File: src/rtl/id_ex_stage.sv
// -----------------------------------------------------------------------------
// id_ex_stage
//   ID/EX pipeline register with load-use hazard detection and a saturating
//   count of the bubbles inserted for load-use hazards.
//
//   Parameters
//     XLEN            width of register operands, immediate and PC
//
//   Inputs
//     clk, rst        rising-edge clock, asynchronous active-high reset
//     IF_ID_RS1/RS2/Rd, IF_ID_Valid
//                     register indices and valid flag of the instruction in decode
//     id_rs1_data, id_rs2_data, id_imm, id_pc
//                     decoded operands, immediate and PC
//     id_RegWrite, id_MemRead, id_MemWrite, id_MemtoReg, id_Branch,
//     id_ALUSrc, id_ALUOp
//                     decoded control signals
//     EX_Flush        taken branch/jump resolved in EX, squash decode
//     Hold            global freeze (memory busy)
//
//   Outputs
//     ID_EX_*         registered copy of the decode slot (bubble = controls,
//                     Valid and Rd all zero)
//     PCWrite, IF_ID_Write
//                     combinational enables for PC and IF/ID (always equal)
//     StallCount      saturating count of load-use bubbles
// -----------------------------------------------------------------------------
module id_ex_stage #(
  parameter int XLEN = 32
) (
  input  logic            clk,
  input  logic            rst,

  input  logic [4:0]      IF_ID_RS1,
  input  logic [4:0]      IF_ID_RS2,
  input  logic [4:0]      IF_ID_Rd,
  input  logic            IF_ID_Valid,

  input  logic [XLEN-1:0] id_rs1_data,
  input  logic [XLEN-1:0] id_rs2_data,
  input  logic [XLEN-1:0] id_imm,
  input  logic [XLEN-1:0] id_pc,

  input  logic            id_RegWrite,
  input  logic            id_MemRead,
  input  logic            id_MemWrite,
  input  logic            id_MemtoReg,
  input  logic            id_Branch,
  input  logic            id_ALUSrc,
  input  logic [1:0]      id_ALUOp,

  input  logic            EX_Flush,
  input  logic            Hold,

  output logic [4:0]      ID_EX_RS1,
  output logic [4:0]      ID_EX_RS2,
  output logic [4:0]      ID_EX_Rd,
  output logic [XLEN-1:0] ID_EX_RS1Data,
  output logic [XLEN-1:0] ID_EX_RS2Data,
  output logic [XLEN-1:0] ID_EX_Imm,
  output logic [XLEN-1:0] ID_EX_PC,

  output logic            ID_EX_RegWrite,
  output logic            ID_EX_MemRead,
  output logic            ID_EX_MemWrite,
  output logic            ID_EX_MemtoReg,
  output logic            ID_EX_Branch,
  output logic            ID_EX_ALUSrc,
  output logic [1:0]      ID_EX_ALUOp,
  output logic            ID_EX_Valid,

  output logic            PCWrite,
  output logic            IF_ID_Write,

  output logic [15:0]     StallCount
);

  localparam logic [15:0] STALL_MAX = 16'hFFFF;

  logic load_use;     // decode reads the register a load in EX is about to write
  logic bubble;       // next edge (when not held) inserts a bubble
  logic take_ctrl;    // next edge (when not held) passes decode controls through
  logic count_stall;  // next edge (when not held) records a load-use bubble

  // x0 is hard-wired to zero, so a load targeting it never creates a hazard.
  assign load_use = IF_ID_Valid && ID_EX_MemRead && (ID_EX_Rd != 5'd0) &&
                    ((ID_EX_Rd == IF_ID_RS1) || (ID_EX_Rd == IF_ID_RS2));

  // A flush outranks a load-use: the dependent instruction is squashed anyway,
  // so the front end must advance to the branch target instead of stalling.
  assign bubble      = EX_Flush || load_use;
  assign take_ctrl   = !bubble && IF_ID_Valid;
  assign count_stall = load_use && !EX_Flush && (StallCount != STALL_MAX);

  assign PCWrite     = !rst && !Hold && (EX_Flush || !load_use);
  assign IF_ID_Write = PCWrite;

  // NOTE: reset is asynchronous, so it sits in the sensitivity list and is
  // tested first; every state element gets a value in the reset branch.
  always_ff @(posedge clk or posedge rst) begin
    if (rst) begin
      ID_EX_RS1      <= '0;
      ID_EX_RS2      <= '0;
      ID_EX_Rd       <= '0;
      ID_EX_RS1Data  <= '0;
      ID_EX_RS2Data  <= '0;
      ID_EX_Imm      <= '0;
      ID_EX_PC       <= '0;
      ID_EX_RegWrite <= 1'b0;
      ID_EX_MemRead  <= 1'b0;
      ID_EX_MemWrite <= 1'b0;
      ID_EX_MemtoReg <= 1'b0;
      ID_EX_Branch   <= 1'b0;
      ID_EX_ALUSrc   <= 1'b0;
      ID_EX_ALUOp    <= 2'b00;
      ID_EX_Valid    <= 1'b0;
      StallCount     <= '0;
    end else if (!Hold) begin
      // NOTE: sequential state uses non-blocking assignments so every register
      // samples pre-edge values; leaving a register unassigned under Hold is a
      // plain flop enable, not a latch, because this block is edge-triggered.
      // Index and data fields are don't-care in a bubble, so they always load.
      ID_EX_RS1      <= IF_ID_RS1;
      ID_EX_RS2      <= IF_ID_RS2;
      ID_EX_RS1Data  <= id_rs1_data;
      ID_EX_RS2Data  <= id_rs2_data;
      ID_EX_Imm      <= id_imm;
      ID_EX_PC       <= id_pc;
      ID_EX_Rd       <= bubble ? 5'd0 : IF_ID_Rd;
      ID_EX_RegWrite <= take_ctrl && id_RegWrite;
      ID_EX_MemRead  <= take_ctrl && id_MemRead;
      ID_EX_MemWrite <= take_ctrl && id_MemWrite;
      ID_EX_MemtoReg <= take_ctrl && id_MemtoReg;
      ID_EX_Branch   <= take_ctrl && id_Branch;
      ID_EX_ALUSrc   <= take_ctrl && id_ALUSrc;
      ID_EX_ALUOp    <= take_ctrl ? id_ALUOp : 2'b00;
      ID_EX_Valid    <= take_ctrl;
      if (count_stall) begin
        StallCount <= StallCount + 16'd1;
      end
    end
  end

endmodule
File: config.mk
export PLATFORM = sky130hd
export DESIGN_NAME = id_ex_stage
export DESIGN_NICKNAME = d
export VERILOG_FILES = /design/src/rtl/id_ex_stage.sv
export SDC_FILE = /design/constraint.sdc
export NUM_CORES = 1
export LEC_CHECK = 0
export CORE_AREA = 4 4 168 170
export DETAILED_ROUTE_END_ITERATION = 7
export DIE_AREA = 0 0 172 174
export SYNTH_ARGS = -nofsm -noshare
export SYNTH_HDL_FRONTEND = slang
export SYNTH_SLANG_ARGS = --single-unit
File: constraint.sdc
create_clock -name clk -period 6 [get_ports clk]
set_input_delay 1.2 -clock clk [delete_from_list [all_inputs] [get_ports clk]]
set_output_delay 1.2 -clock clk [all_outputs]
set_load 0.1 [all_outputs]
==> results.json <==
{
  "status": "finished, final reports clean",
  "die_x_um": 172,
  "setup-violations-final": 0,
  "cts_resized": 0,
  "io_buffers": 325,
  "cts_setup_buffers": 0,
  "cp_max_fo": 18,
  "syn_inst": 422,
  "synth-edff-count": 0,
  "coreArea_mm2": 0.0267,
  "finalNonFillerCells": 1102,
  "dp_cells": 1070,
  "die-area_mm2": 0.0299,
  "gp_congestion": 0.746,
  "crit_type": "in2out",
  "io_pins": 326,
  "antenna_left": 0,
  "grt_max_degree": 88,
  "synthDistinctLibCells": 31,
  "worstRegToRegCells": 6,
  "grt_pass1_vias": 5079,
  "startpoint_type": "input pin",
  "cp.required_ns": 4.80,
  "place_hpwl_um": 13500,
  "powerDensity_mw_per_mm2": 336,
  "via_per_inst": 4.23,
  "yosys.area.top_type": "dfrtp_1",
  "cts.sinks": 168,
  "async_flop_share": 1.00,
  "antenna_found_initial": 0,
  "num_vias": 4659,
  "fmax_mhz": 250,
  "die_y_um": 174,
  "slowest_delay_ns": 0.51,
  "drive_gt1_frac": 0.243,
  "firstDrtPassIters": 4,
  "worst_clock_skew_ns": 0.00979,
  "setup_tns_ns": 0,
  "crit_chain": "clkdlybuf4s50_1 -> xnor2_1 -> nand3_1 -> o22ai_2 -> buf_4 -> a311oi_2 -> buf_4",
  "multiInputGateArea_mm2": 0.00227,
  "wl_um": 18800,
  "crit_buf_inv": 3,
  "area_delta_synth_final_pct": 63.8,
  "yosysMostFrequentCell": "dfrtp_1",
  "drc": 0,
  "start_util": 0.246,
  "hold_path.class": "reg2reg",
  "cp.arrival_ns": 2.80,
  "synth.avg_cell_area_um2": 15.6,
  "fill_cells": 2539,
  "r2r_end": "StallCount[1]$_DFFE_PP0P_",
  "vdd_drop_max_v": 0.000149,
  "worst_slew_pin_slew_ns": 1.03,
  "root_buffer": "clkbuf_16",
  "grt_overflow": 0,
  "drtIter0Drc": 231,
  "synth_nets": 579,
  "wl_per_cell_um": 17.1,
  "finalHoldViolations": 0,
  "syn_area_mm2": 0.00657,
  "maxCapViolCount": 0,
  "worstHoldPathCells": 1,
  "period_minus_slack_ns": 4.00,
  "antenna_cells": 0,
  "crit_path_frequent_cell": "buf_4",
  "synth_seq_area_share": 0.640,
  "post-route-util": 0.402,
  "critPathCaptureType": "output port",
  "p_leak_nw": 4.33,
  "synth_top_area_share": 0.640,
  "rows": 60,
  "clkLatencyLatePin_ns": 0.42,
  "synthFlopType": "dfrtp_1",
  "min-delay-start": "ID_EX_Valid$_DFFE_PP0N_",
  "grt_pass1_wl_um": 29200,
  "nets": 905,
  "cts-hold-fix-buffers": 0,
  "reg2reg_from": "StallCount[0]$_DFFE_PP0P_",
  "rsz0062_at_grt": "false",
  "cts_tree": "built",
  "ys_ff_latch": 168,
  "synth.area.top_cells": "dfrtp_1 (64%), mux2_2 (24%), xnor2_1 (3.3%)",
  "h-tree-depth": 4,
  "critical-path-top-delay-family": "buffers and inverters",
  "cts_made_buffers": 17,
  "clk_pin_slew_ns": 0.06,
  "synthTopCellsByCount": "dfrtp_1 (168), mux2_2 (139), xnor2_1 (25)",
  "cp_slowest_cell": "clkdlybuf4s50_1",
  "grt_util_all_layers": 0.124,
  "whs_endpoint": "ID_EX_Valid$_DFFE_PP0N_",
  "drv_slew": 0,
  "clk_path_buf_depth": 2,
  "maxSlewHeadroom": 0.314,
  "seq_area_mm2": 0.00420,
  "yosysWarnings": 0,
  "finalCritPeriodShare": 0.667,
  "regToRegSetupSlack_ns": 3.59
}
==> cell type report <==
type                       instances  share of cell area
tap                              341              0.0397
multi-input combinational        232               0.211
clock buffer                      18              0.0399
timing repair buffer             328               0.305
inverter                           1            0.000815
sequential                       168               0.391
clock inverter                    14              0.0125
==> worst max-delay path by stage <==
stage | from | end | depth (start not counted)
final | IF_ID_RS2[0] | IF_ID_Write | 7
after global routing | IF_ID_RS2[0] | PCWrite | 7
after CTS | IF_ID_RS2[0] | IF_ID_Write | 7
after detailed placement | IF_ID_RS2[4] | IF_ID_Write | 7
after global placement | IF_ID_RS2[4] | IF_ID_Write | 7
after floorplan | rst | ID_EX_ALUOp[0]$_DFFE_PP0N_ | 1
==> per-stage QoR <==
| stage | worst slack [ns] | hold WS, ns | instance area [µm²] | power [mW] |
|---|---|---|---|---|
| floorplan | 0.253 | 1.05 | 6570 | 2.20 |
| finish | 2.00 | 0.488 | 10800 | 3.61 |
| global route | 1.87 | 0.513 | 10800 | 3.76 |
| detailed placement | 2.00 | 0.478 | 10200 | 2.57 |
| global placement | 1.99 | 0.469 | 10200 | 2.57 |
| CTS | 1.99 | 0.493 | 10800 | 3.67 |
==> state kept, by name, summed over array words and instances, names as in the netlist <==
name	flops
ID_EX_RegWrite	1
ID_EX_Valid	1
StallCount	16
ID_EX_Branch	1
ID_EX_MemRead	1
ID_EX_MemtoReg	1
ID_EX_RS2Data	32
ID_EX_RS1Data	32
ID_EX_Rd	5
ID_EX_RS1	5
ID_EX_PC	32
ID_EX_RS2	5
ID_EX_ALUSrc	1
ID_EX_MemWrite	1
ID_EX_ALUOp	2
ID_EX_Imm	32
==> per-layer routing <==
layer	up-vias	track usage	wire length [µm]
met5	-	0	0
met4	0	0.0275	149
met3	8	0.0603	1940
met2	198	0.207	9220
met1	2292	0.145	7530
li1	2161	-	-
==> power breakdown <==
group	internal (mW)	leakage, nW	total, mW	switching (mW)
logic	0.348	2.04	1.26	0.909
registers	1.23	2.02	1.28	0.0528
clock network	0.551	0.266	1.07	0.515
==> cells by family after synthesis <==
family | after synthesis | synth area share
buffers and inverters | 22 | 0.0156
DFF | 168 | 0.640
xor gates and xnor gates | 25 | 0.0333
adders and majority gates | 1 | 0.00191
muxes | 139 | 0.238
and+or+nand+nor | 47 | 0.0414
AOI/OAI and AO/OA | 20 | 0.0292
==> cell usage in the layout, fill, tap and decap left out, drive strengths merged, types with 2 or more instances in the layout <==
cell	n
clkdlybuf4s50	322
dfrtp	168
mux2	139
xnor2	25
clkbuf	18
nand3	13
nand4	9
inv	9
a22o	8
and3	8
buf	6
nor2	5
a32o	5
clkinvlp	4
nand2	3
and4	3
and2	2
clkinv	2
Power figures use the tool's default switching activity.
